==> src/rtl/uart_tx_arbiter.sv <==
// Round-robin arbiter feeding fixed-length messages from two requesters
// into a single UART transmitter, one byte per write/busy handshake.
module uart_tx_arbiter #(
    parameter int MSG_LEN  = 14,
    parameter int BUSY_TMO = 16
) (
    input  logic       clk,
    input  logic       rst,
    input  logic       req0,
    input  logic       req1,
    output logic [3:0] rd_idx,
    input  logic [7:0] rd_data0,
    input  logic [7:0] rd_data1,
    output logic       gnt0,
    output logic       gnt1,
    output logic [7:0] tx_data,
    output logic       tx_wr,
    input  logic       tx_busy,
    output logic       done0,
    output logic       done1
);

    localparam logic [3:0] LAST_IDX = 4'(MSG_LEN - 1);
    localparam int TW = (BUSY_TMO > 1) ? $clog2(BUSY_TMO) : 1;
    localparam logic [TW-1:0] TMO_LAST = TW'(BUSY_TMO - 1);

    typedef enum logic [2:0] {
        IDLE,
        ARB,
        ISSUE,
        WAIT_HI,
        WAIT_LO,
        DONE
    } state_t;

    state_t        state;
    logic [1:0]    pend;
    logic          last;
    logic [TW-1:0] tmo_cnt;
    logic          pick1;
    logic [1:0]    clr;

    // Both pending: take the one not served last; otherwise the only one.
    always_comb begin
        pick1 = 1'b0;
        if (pend == 2'b11)
            pick1 = ~last;
        else
            pick1 = pend[1];
    end

    always_comb begin
        clr = 2'b00;
        if (state == ARB && pend != 2'b00)
            clr = pick1 ? 2'b10 : 2'b01;
    end

    // A new pulse wins over the grant-time clear so a repeat is never lost.
    always_ff @(posedge clk) begin
        if (rst)
            pend <= 2'b00;
        else
            pend <= (pend & ~clr) | {req1, req0};
    end

    always_ff @(posedge clk) begin
        if (rst) begin
            state   <= IDLE;
            last    <= 1'b1;
            rd_idx  <= 4'd0;
            gnt0    <= 1'b0;
            gnt1    <= 1'b0;
            tx_wr   <= 1'b0;
            tx_data <= 8'd0;
            done0   <= 1'b0;
            done1   <= 1'b0;
            tmo_cnt <= '0;
        end else begin
            tx_wr <= 1'b0;
            done0 <= 1'b0;
            done1 <= 1'b0;
            unique case (state)
                IDLE: begin
                    if (pend != 2'b00)
                        state <= ARB;
                end
                ARB: begin
                    if (pend != 2'b00) begin
                        gnt0   <= ~pick1;
                        gnt1   <= pick1;
                        last   <= pick1;
                        rd_idx <= 4'd0;
                        state  <= ISSUE;
                    end else begin
                        state <= IDLE;
                    end
                end
                ISSUE: begin
                    tx_wr   <= 1'b1;
                    tx_data <= gnt1 ? rd_data1 : rd_data0;
                    tmo_cnt <= '0;
                    state   <= WAIT_HI;
                end
                WAIT_HI: begin
                    // A transmitter that never raises busy must not stall us.
                    if (tx_busy || tmo_cnt == TMO_LAST)
                        state <= WAIT_LO;
                    else
                        tmo_cnt <= tmo_cnt + 1'b1;
                end
                WAIT_LO: begin
                    if (!tx_busy) begin
                        if (rd_idx == LAST_IDX) begin
                            state <= DONE;
                        end else begin
                            rd_idx <= rd_idx + 4'd1;
                            state  <= ISSUE;
                        end
                    end
                end
                DONE: begin
                    done0 <= gnt0;
                    done1 <= gnt1;
                    gnt0  <= 1'b0;
                    gnt1  <= 1'b0;
                    state <= (pend != 2'b00) ? ARB : IDLE;
                end
                default: state <= IDLE;
            endcase
        end
    end

endmodule
==> config.mk <==
export PLATFORM = sky130hd
export DESIGN_NAME = uart_tx_arbiter
export DESIGN_NICKNAME = d
export VERILOG_FILES = /design/src/rtl/uart_tx_arbiter.sv
export SDC_FILE = /design/constraint.sdc
export NUM_CORES = 1
export LEC_CHECK = 0
export BUFFER_PORTS_ARGS = -buffer_cell sky130_fd_sc_hd__buf_4
export CAP_MARGIN = 20
export CORE_UTILIZATION = 30
export DETAILED_ROUTE_END_ITERATION = 12
export PLACE_DENSITY = 0.63
export RECOVER_POWER = 100
export SYNTH_ARGS = -nofsm -noshare
export SYNTH_HDL_FRONTEND = slang
export SYNTH_SLANG_ARGS = --single-unit
==> constraint.sdc <==
create_clock -name clk -period 4.8 [get_ports clk]
set_input_delay 0 -clock clk [delete_from_list [all_inputs] [get_ports clk]]
set_output_delay 0 -clock clk [all_outputs]
set_load 0.01 [all_outputs]
Yosys cells after proc, flatten, opt, wreduce, memory -nomap -nowiden
Cells that the tools add are included.
- $add $sub $neg: 2
- multiply operators: 0
- div/mod/pow operators: 0
- magnitude comparators: 0
- equal/unequal tests: 14
- shift operators: 0
- multiplexer cells: 22
- bitwise gates (word level): 6
- reductions and logical operators: 13
- operators with widths (kind ; number):
    3-bit case mux with 6 select lines ; 1
    4-bit two-way mux ; 4
    4-bit case mux with 2 select lines ; 2
    3-bit two-way mux ; 4
    2-bit != test, second input constant ; 5
    4-bit by 1-bit adder with 4-bit output, second input constant ; 2
    4-bit equality test, second input constant ; 2
    8-bit two-way mux ; 1
    2-bit nonzero test ; 4
    3-bit by 2-bit equality test with 1-bit output, second input constant ; 2
    3-bit equality test, second input constant ; 2
    2-bit two-way mux ; 3
    2-bit AND reduction ; 3
    1-bit two-way mux ; 5
    1-bit case mux with 2 select lines ; 2
    4-bit AND reduction ; 1
    3-bit by 1-bit equality test with 1-bit output, second input constant ; 1
    3-bit zero test ; 1
    1-bit NOT ; 3
    3-bit AND reduction ; 1
    2-bit bitwise AND ; 1
    2-bit equality test, second input constant ; 1
    2-bit by 1-bit != test with 1-bit output, second input constant ; 1
    2-bit NOT ; 1
    other kinds (4) ; 4
- register bits after elaboration: 27
- latch bits: 0
- bits in writable memories: 0
- memory bits (read-only): 0
- output and inout port bits: 17
- word-level logic and storage cells: 68
- memories kept: 0

Logic depth before layout (Yosys ltp)
- word-level depth: 7
- gate-level depth with buffers: 6

Worst setup path before layout
Ideal clock, no wire load.
- path type: register to register
- from: register rd_idx[1]
- to: register rd_idx[1]
- library setup time: 0.103 ns
- arrival: 1.493 ns
- data required time: 4.697 ns
- path slack: 3.203 ns
- stages on the path, launching flop included: 7
- period minus slack after synthesis: 1.597 ns
- cells stage by stage: dfxtp_1 -> inv_1 -> ha_1 -> a31oi_1 -> and3_2 -> nor2_1 -> a2111oi_2
- cells in the longest elaborated chain, start to end: 4
- elaborated cells between the ends (all ways): 7
- those cells by class: add/sub: 1; eq/ne: 2; mux: 3; reduce/logical: 1
- ends and longest elaborated chain (item ; RTL line ; source):
    start: declaration ; 11 ; output logic [3:0] rd_idx,
    start signal: assignment ; 116 ; rd_idx <= rd_idx + 4'd1;
    4-bit by 1-bit adder with 4-bit output ; 116 ;
    4-bit two-way mux ; 113 ; if (rd_idx == LAST_IDX) begin
    4-bit two-way mux ; 112 ; if (!tx_busy) begin
    4-bit case mux with 2 select lines ; 82 ; unique case (state)
Parallel ways exist; a longest one is shown, timed or not. The select of a mux whose other input is x is not followed.
A chain may end at the register's enable or synchronous reset.

Worst setup path after layout
- from: register state[2]
- to: register tx_data[0]
- cells in the longest elaborated chain, start to end: 1
- ends and longest elaborated chain (item ; RTL line ; source):
    start: declaration ; 36 ; state_t state;
    start signal: assignment ; 126 ; state <= (pend != 2'b00) ? ARB : IDLE;
    3-bit by 2-bit equality test with 1-bit output ; 82 ;
    end signal: assignment ; 100 ; tx_data <= gnt1 ? rd_data1 : rd_data0;
    end: declaration ; 16 ; output logic [7:0] tx_data,
No other way between the ends.

==> key figures <==
Run status
  • Outcome: finished clean

GRT
  • Total grt overflow: 0
  • Initial antenna violation count: 0
  • Largest net degree at the start of global routing: 27
  • Vias in the first global route: 995
  • First-pass GRT wire length: 4.22 mm
  • Total GRT Usage: 12.4%

STA
  • Worst slew margin: 27.8%
  • Setup ws final: 2.68 ns
  • Setup TNS: 0 ns
  • Clock skew: 0.00985 ns
  • Least-Margin Pin Slew: 1.08 ns
  • FMAX: 472 MHz
  • Final period utilization: 44.1%
  • Clock period minus worst slack: 2.12 ns
  • Final setup fails: 0
  • Slew Viols, Final: 0
  • RSZ-0062 raised after global routing: no
  • Hold Violations, Final: 0

Floorplanning
  • Placement Rows: 23
  • DIE AREA: 4550 µm²
  • Chip height: 67.4 µm
  • Chip width: 67.4 µm
  • IO Pins: 38
  • Initial Util: 31.7%
  • Core ar.: 4060 µm²

Worst setup path
  • Top delay family on crit path: simple AND/OR/NAND/NOR gates
  • Crit path arrival time: 2.29 ns
  • Worst R2R Path Depth: 4
  • CP peak stage delay: 0.87 ns
  • Worst path buffer plus inverter count: 0
  • Startpoint types: register
  • Crit path max fanout: 20
  • Critical path class: register to register
  • Crit. path cell count: 4
  • Required @ worst endpoint: 4.97 ns
  • CP max-delay cell: and2_0
  • Crit path cell chain: and2b_1 > and2_0 > nor2_1 > a211oi_1
  • Crit end category: register

Clock network
  • CTS tree: built
  • Hold_buf cts: 2
  • Clk_lat worst skew: 0.27 ns
  • CTS Sinks: 27
  • Clock transition at path regs: 0.09 ns
  • CTS max path bufs: 2
  • Post-CTS Setup Repair Bufs: 0
  • Post_cts resized: 0
  • TritonCTS buffer count: 3
  • CTS root buffer: clkbuf_8
  • # H-tree levels: 1

Routing
  • Via density: 4.92
  • Vias: 1088
  • WL final: 2.72 mm
  • Wirelength per Cell: 12.3 µm
  • Iter 0 DRT Violations: 38
  • DRT Pass-1 Iters: 4
  • DRC Markers: 0
  • Antenna viol nets, final: 0

Layout
  • Fraction of layout cells with a size suffix above 1: 17.5%
  • Area of the multi-input gates: 676 µm²
  • Diodes inserted: 0
  • Fin util: 38.6%
  • # fillers: 434
  • Cell Count, Final, Fillers Out: 221
  • FF/Latch Area: 541 µm²
  • Layout area overhead: 21.8%
  • Final net count: 196

Synthesis
  • Ys Warns: 0
  • Yosys reg bits: 27
  • Synth top area share: 42.1%
  • Mean Syn Cell Area: 9.45 µm²
  • Post-synthesis cell area: 1280 µm²
  • Register area share after synthesis: 42.1%
  • Area leader, netlist: dfxtp_1
  • Post-Syn Nets: 160
  • Synth cell types: 39
  • Syn Inst Count: 136
  • Top cells by area, synth: dfxtp_1 42%, a211oi_2 7.8%, mux2i_1 7.0%

Power and ir drop
  • Pwr Total: 0.448 mW
  • Power Density: 286 nW/µm²
  • Maximum vdd drop: 0.102 mV
  • Leak: 0.569 nW

Job
  • Max-capacitance violation count: 0

Worst hold path
  • Hold Path Class: primary input to register
  • Hold path cells: 2

Placement
  • Dpl hpwl: 1.95 mm
  • Placement Setup Slack: 2.94 ns
  • # placed instances: 215
  • Routability congestion estimate: 0.785
  • Port Buffers: 37
where the power goes:
group          total, mW  switching (mW)  leakage, nW  internal (mW)
Combinational     0.0733          0.0383        0.327         0.0350
Sequential         0.248          0.0135        0.219          0.234
Clock              0.127          0.0676       0.0228         0.0594
Total              0.448           0.119        0.569          0.329
worst paths after layout:
| path | end | startpoint | slack, ns |
|---|---|---|---|
| worst max-delay path | tx_data[0]$_SDFFE_PP0P_ | state[2]$_SDFFE_PP0P_ | 2.68 |
| worst max register to register | tx_data[0]$_SDFFE_PP0P_ | state[2]$_SDFFE_PP0P_ | 2.68 |
| worst min-delay path | pend[1]$_SDFF_PP0_ | rst | 0.09 |
| worst min register to register | done0$_SDFF_PP0_ | gnt0$_SDFFE_PP0P_ | 0.50 |
cells in the final DEF (no fill, tap or decap), types with 2 or more instances in the layout:
master / synthesis / layout
a32oi_1: 2 / 2
mux2i_1: 9 / 9
nand4_1: 3 / 3
nor2b_1: 2 / 2
dlygate4sd3_1: 0 / 2
buf_4: 1 / 20
nor2_1: 18 / 18
clkbuf_8: 0 / 3
ha_1: 3 / 3
nor3b_1: 2 / 3
a211oi_1: 0 / 3
xor2_1: 4 / 4
a21oi_1: 7 / 7
and2b_1: 1 / 2
inv_1: 2 / 2
nand3b_1: 2 / 2
o21ai_0: 4 / 4
clkbuf_1: 4 / 18
nor3_1: 5 / 5
dfxtp_1: 27 / 27
nand3_1: 2 / 2
a211oi_2: 8 / 5
nand2_1: 5 / 5
and3_1: 4 / 5
a31oi_1: 3 / 3
layer usage:
layer  vias up  global-route usage (%)  share of wire, %
met5         -                       0                 0
met4         0                    7.18               1.3
met3         4                    2.87               3.8
met2        21                    21.0                50
met1       496                    14.1                45
li1        567                       -                 -
per-stage QoR:
step / cell area, µm² / hold slack (ns)
after floorplan: 1280 / 0.117
after global placement: 1590 / 0.204
after detailed placement: 1590 / 0.213
after CTS: 1650 / 0.0887
after global routing: 1570 / 0.102
final: 1570 / 0.0868
cells by family (layout without fill, tap and decap cells):
| logic type | Yosys count | after routing | synth area share [%] |
|---|---|---|---|
| and+or+nand+nor | 51 | 51 | 21.4 |
| AOI/OAI and AO/OA | 31 | 31 | 19.8 |
| adders and majority gates | 3 | 3 | 2.92 |
| muxes | 9 | 9 | 7.01 |
| DFF | 27 | 27 | 42.1 |
| xor gates and xnor gates | 5 | 5 | 3.41 |
| buffers and inverters | 10 | 45 | 3.41 |
state kept, by name, indices dropped and copies added, names as in the netlist:
signal and count:
done0 1, done1 1, gnt0 1, gnt1 1, last 1, pend 2, rd_idx 4, state 3
tmo_cnt 4, tx_data 8, tx_wr 1
Yosys cell counts:
cell type	instances
mux2i_1	9
nand2b_1	1
nor2_4	1
a22oi_1	1
nor4_1	1
nor2b_1	2
and3_2	1
xnor2_1	1
and2b_4	1
buf_4	1
o21ai_0	4
dfxtp_1	27
a41oi_1	1
and2_1	1
nand3_1	2
ha_1	3
and2b_1	1
a2111oi_1	1
nand3b_1	2
inv_1	2
a2111oi_2	1
a32oi_1	2
nand2_1	5
nor3b_1	2
a21oi_1	7
buf_1	1
buf_2	2
nand4_1	3
nor3b_2	1
o211ai_1	1
nor3_1	5
o21bai_1	1
xor2_1	4
clkbuf_1	4
a211oi_2	8
o22ai_1	1
and3_1	4
a31oi_1	3
nor2_1	18
layout make-up:
cell class / instances / share of cell area (%)
Multi-Input combinational cell: 99 / 43.2
Sequential cell: 27 / 34.5
Clock buffer: 4 / 2.88
Timing Repair Buffer: 39 / 14.9
Inverter: 2 / 0.480
Tap cell: 50 / 4.00
Note: power is estimated with default switching activity, not from simulation.
